## config.mk

```make
export PLATFORM = sky130hd
export DESIGN_NAME = bram_byte_port_arbiter
export DESIGN_NICKNAME = d
export VERILOG_FILES = /design/src/rtl/bram_byte_port_arbiter.sv
export SDC_FILE = /design/constraint.sdc
export NUM_CORES = 1
export LEC_CHECK = 0
export CAP_MARGIN = 25
export CORE_UTILIZATION = 24
export DETAILED_ROUTE_END_ITERATION = 10
export PLACE_DENSITY_LB_ADDON = 0.12
export SLEW_MARGIN = 20
export SYNTH_ARGS = -nofsm -noshare
export SYNTH_HDL_FRONTEND = slang
export SYNTH_SLANG_ARGS = --single-unit
```

## constraint.sdc

```tcl
create_clock -name clk -period 1.6 [get_ports clk]
set_input_delay 0.16 -clock clk [delete_from_list [all_inputs] [get_ports clk]]
set_output_delay 0.16 -clock clk [all_outputs]
set_load 0.1 [all_outputs]
```

## src/rtl/bram_byte_port_arbiter.sv

```systemverilog
// Two-requester front end for a byte-mode BlockRAM_1KB tile. Read and write
// ports arbitrate independently (round-robin each) and read bytes return at fixed latency.
module bram_byte_port_arbiter #(
   parameter bit OUT_REG = 1'b0
) (
   input  logic        clk,
   input  logic        rst_n,

   input  logic        a_req_valid,
   output logic        a_req_ready,
   input  logic        a_req_we,
   input  logic [9:0]  a_req_addr,
   input  logic [7:0]  a_req_wdata,
   output logic        a_rsp_valid,
   output logic [7:0]  a_rsp_rdata,

   input  logic        b_req_valid,
   output logic        b_req_ready,
   input  logic        b_req_we,
   input  logic [9:0]  b_req_addr,
   input  logic [7:0]  b_req_wdata,
   output logic        b_rsp_valid,
   output logic [7:0]  b_rsp_rdata,

   output logic [7:0]  bram_rd_addr,
   output logic [7:0]  bram_wr_addr,
   output logic [31:0] bram_wr_data,
   input  logic [31:0] bram_rd_data,

   output logic        bram_c0,
   output logic        bram_c1,
   output logic        bram_c2,
   output logic        bram_c3,
   output logic        bram_c4,
   output logic        bram_c5
);

   localparam int LAT = 1 + int'(OUT_REG);

   logic           a_rd, b_rd, a_wr, b_wr;
   logic           rd_ptr, wr_ptr;
   logic           rd_gnt_a, rd_gnt_b, wr_gnt_a, wr_gnt_b;
   logic           rd_any, wr_any, collide, rd_issue;
   logic [9:0]     rd_addr, wr_addr;
   logic [7:0]     wr_byte;
   logic [LAT-1:0] pipe_valid;
   logic [LAT-1:0] pipe_id;
   logic           rsp_live, rsp_is_b;
   logic           unused_rd_upper;

   // Candidates are gated by rst_n so nothing is granted or driven to the tile in reset.
   assign a_rd = rst_n & a_req_valid & ~a_req_we;
   assign b_rd = rst_n & b_req_valid & ~b_req_we;
   assign a_wr = rst_n & a_req_valid &  a_req_we;
   assign b_wr = rst_n & b_req_valid &  b_req_we;

   assign rd_gnt_a = a_rd & (~b_rd | ~rd_ptr);
   assign rd_gnt_b = b_rd & (~a_rd |  rd_ptr);
   assign wr_gnt_a = a_wr & (~b_wr | ~wr_ptr);
   assign wr_gnt_b = b_wr & (~a_wr |  wr_ptr);

   assign rd_any  = rd_gnt_a | rd_gnt_b;
   assign wr_any  = wr_gnt_a | wr_gnt_b;
   assign rd_addr = rd_gnt_b ? b_req_addr : a_req_addr;
   assign wr_addr = wr_gnt_b ? b_req_addr : a_req_addr;
   assign wr_byte = wr_gnt_b ? b_req_wdata : a_req_wdata;

   // A same-address read is held back one cycle so it observes the byte being written now.
   assign collide  = rd_any & wr_any & (rd_addr == wr_addr);
   assign rd_issue = rd_any & ~collide;

   assign a_req_ready = (rd_gnt_a & ~collide) | wr_gnt_a;
   assign b_req_ready = (rd_gnt_b & ~collide) | wr_gnt_b;

   assign bram_rd_addr = rd_issue ? rd_addr[7:0] : 8'h00;
   assign bram_wr_addr = wr_any   ? wr_addr[7:0] : 8'h00;
   assign bram_wr_data = {6'b0,
                          (rd_issue ? rd_addr[9:8] : 2'b00),
                          3'b0,
                          wr_any,
                          2'b0,
                          (wr_any ? wr_addr[9:8] : 2'b00),
                          8'b0,
                          (wr_any ? wr_byte : 8'h00)};

   assign bram_c0 = 1'b1;
   assign bram_c1 = 1'b0;
   assign bram_c2 = 1'b1;
   assign bram_c3 = 1'b0;
   assign bram_c4 = 1'b0;
   assign bram_c5 = OUT_REG;

   // Round-robin pointers move to the loser only when their port actually issues.
   always_ff @(posedge clk or negedge rst_n) begin
      if (!rst_n) begin
         rd_ptr <= 1'b0;
         wr_ptr <= 1'b0;
      end else begin
         if (rd_issue) rd_ptr <= rd_gnt_a;
         if (wr_any)   wr_ptr <= wr_gnt_a;
      end
   end

   always_ff @(posedge clk or negedge rst_n) begin
      if (!rst_n) begin
         pipe_valid <= '0;
         pipe_id    <= '0;
      end else begin
         pipe_valid[0] <= rd_issue;
         pipe_id[0]    <= rd_gnt_b;
         for (int i = 1; i < LAT; i++) begin
            pipe_valid[i] <= pipe_valid[i-1];
            pipe_id[i]    <= pipe_id[i-1];
         end
      end
   end

   assign rsp_live = pipe_valid[LAT-1];
   assign rsp_is_b = pipe_id[LAT-1];

   assign a_rsp_valid = rsp_live & ~rsp_is_b;
   assign b_rsp_valid = rsp_live &  rsp_is_b;
   assign a_rsp_rdata = a_rsp_valid ? bram_rd_data[7:0] : 8'h00;
   assign b_rsp_rdata = b_rsp_valid ? bram_rd_data[7:0] : 8'h00;

   assign unused_rd_upper = ^bram_rd_data[31:8];

endmodule

```

==> results.md <==
* Final #Nets at about 410
* Dpl hpwl at a little over 4000 um
* Peak per-stage delay on the critical path at around 0.52 ns
* Routed Antenna Nets at 0
* Skew final at 0.00265 ns
* Crit-path max FO at 5
* Post-route minimum period at about 2.2 ns
* Pins Over Slew Limit at 0
* Die width at roughly 70 um
* FF+latch count, synth at 4
* DR vias/cell at approximately 4.7
* Global route overflow at 0
* Crit path launch: b_req_addr[7]
* Area contributors post-synth: buf_4, nand2_1, a21oi_1, dfrtp_1, mux2i_1
* Fin area at roughly 4000 um2
* Crit path launch type: input port
* Routed via count at between 1500 and 2000
* Crit path DAT at approximately 2.1 ns
* Antenna Cells at 0
* Die footprint at about 5000 um2
* Routed WL at about 6300 um
* F_max at between 0.4 and 0.5 GHz
* Area Growth Syn to Fin at 236%
* DP Area at 3420 um2
* CTS sink cnt at 4
* Drt drc at 0
* H-tree depth at 1
* Place WS at -0.783 ns
* Cell variety after synth at 31
* Leak at 0.00176 uW
* Final setup viols at 32
* Final GP Congestion at ~0.78
* Failing checks: setup timing
* Slowest cell on the critical path: clkdlybuf4s50_1
* CORE AREA at 4690 um2
* Syn Area/Cell at roughly 6.3 um2
* Yosys top cell area share at 0.174
* Placed instance count at 370
* Hold WC Path Type: input port to async pin
* Worst path cell trace: clkdlybuf4s50_1 -> xor2_2 -> nor3_2 -> buf_4 -> a21oi_2 -> o31ai_4 -> buf_4 -> buf_16 -> nor2_4 -> buf_12
* Gr usage total at 0.250
* Vias in the first global route at around 2000
* Cell taking the most area after synthesis: buf_4
* RSZ-0062 raised after global routing: true
* Global-route wire length before repair at approximately 10000 um
* Hold_buf cts at 0
* Fin cells at approximately 400
* Initial antenna violation count at 0
* Ports at between 100 and 150
* Max-cap viol count at 0
* Port-buffer cells at 98
* CTS tree: built
* Largest net degree at the start of global routing at 11
* Initial drt markers at around 70
* Mapped Cells at about 190
* Setup Crit Path Kind: input port to output pin
* Clock Latency Late Sink at roughly 0.22 ns
* Most Frequent Cell on Critical Path: buf_4
* Reg clk slew, reported paths at around 0.03 ns
* Status: finished, violations left
* Yosys warns at 0
* Drt first pass iters at 4
* Clock buffer depth at 2
* Die Y at roughly 72 um
* Pwr Density at between 400 and 500 nW/um2
* Worst vdd ir at between 0.2 and 0.3 mV
* Largest delay share family, worst path: buffers and inverters
* Total CTS buffers at 3
* Final WS setup at -0.640 ns
* Sequential area share after synthesis at 0.0857
* WP buf/inv at 5
* # rows at 25
* Hold Fails Final Rpt at 0
* Root Buffer: clkbuf_8
* Drt wl/cell at ~16 um
* Initial Util at 0.249
* CP Data Required Time at approximately 1.4 ns
* Layout cells sized above 1 at 0.648
* Tot Pwr at about 2000 uW
* Period utilization at 1.40
* CP endpoint kind: output pin
* RR Startpoint: rd_ptr
* Synth Cell Area at ~1200 um2
[registers in the layout, indices dropped and copies added (netlist names)]
| signal | flops |
|---|---|
| pipe_id | 1 |
| pipe_valid | 1 |
| rd_ptr | 1 |
| wr_ptr | 1 |
[timing repair]
item                                   CTS  global route
cloned                                   5             0
pin swaps                               32            34
setup buffers                           13             5
resized for setup                       85            32
endpoints found under the hold margin    0             0
setup endpoints to repair               33            33
[cells in the mapped netlist]
| cell | number |
|---|---|
| o31ai_2 | 2 |
| nor2b_1 | 4 |
| mux2i_1 | 10 |
| and2_1 | 9 |
| o2111ai_1 | 2 |
| o22ai_1 | 2 |
| o21ai_0 | 1 |
| and3_1 | 9 |
| o21a_1 | 1 |
| inv_1 | 3 |
| a21boi_0 | 1 |
| o211ai_1 | 1 |
| conb_1 | 2 |
| dfrtp_1 | 4 |
| inv_2 | 2 |
| a21oi_1 | 20 |
| a211o_1 | 2 |
| buf_4 | 27 |
| xnor2_1 | 4 |
| and2b_1 | 1 |
| nand2_1 | 42 |
| nor2_1 | 14 |
| buf_2 | 5 |
| a31oi_1 | 1 |
| o2111a_1 | 1 |
| nand3_1 | 2 |
| o2bb2ai_1 | 1 |
| clkbuf_1 | 4 |
| o311a_4 | 1 |
| xor2_1 | 4 |
| nor3_1 | 3 |
[final timing paths]
kind	to	slack (ns)	cells past startpoint
worst max-delay path	bram_rd_addr[5]	-0.64	10
worst min-delay path	wr_ptr	0.09	2
worst max register to register	pipe_valid	-0.28	8
worst min register to register	rd_ptr	0.68	2
max in group asynchronous	pipe_valid	1.37	2
min in group clk	wr_ptr	0.56	3
[cells in the final DEF (no fill, tap or decap), types with 7 or more instances in the layout]
cell,n
buf_6,11
conb_1,25
clkdlybuf4s50_1,29
buf_4,41
mux2i_1,10
and3_1,9
nand2_2,7
buf_12,54
nand2_4,34
dlygate4sd2_1,12
nor2_4,10
and2_2,7
a21oi_4,18
[power by group]
group / leakage, uW / internal (uW) / switching (uW)
clock network: 0.0000216 / 161 / 56.2
logic: 0.00169 / 580 / 1020
registers: 0.0000493 / 116 / 20.6
[final cells by class]
cell class,count,area (um2)
inverters,5,18.8
well taps,54,67.6
fillers,253,764
flip-flops and latches,4,100
multi-input cells,163,1600
clock buffers,3,41.3
repair buffers,160,2100
[worst register-to-register path: stages (launching register included)]
cell       delay, ns
dfrtp_1         0.41
o311a_4         0.35
o31ai_4         0.06
o2111ai_2       0.19
o31ai_4         0.31
buf_4           0.18
buf_16          0.13
buf_4           0.12
inv_2           0.02
[routing by layer]
layer,up-vias,routed length [um],share of wire,track usage
met1,845,2220,0.35,0.248
met3,17,449,0.071,0.0534
met4,0,150,0.024,0.113
li1,874,-,-,-
met2,97,3530,0.56,0.492
met5,-,0,0,0
[kinds of logic after synthesis]
| group | after synthesis | share of synthesized area |
|---|---|---|
| XOR/XNOR | 8 | 0.0600 |
| AO/OA/AOI/OAI | 36 | 0.212 |
| AND/OR/NAND/NOR | 84 | 0.326 |
| multiplexers | 10 | 0.0857 |
| other | 2 | 0.00643 |
| flip-flops | 4 | 0.0857 |
| buffers and inverters | 41 | 0.224 |
[metrics by stage]
step | setup TNS (ns) | hold WS, ns | util
finish | -11.44 | 0.0924 | 0.837
global route | -13.10 | 0.106 | 0.837
CTS | -11.58 | 0.0766 | 0.829
detailed placement | -19.33 | 0.629 | 0.728
global placement | -18.49 | 0.619 | 0.728
floorplan | -4.56 | -0.136 | -
Power figures use the tool's default switching activity.
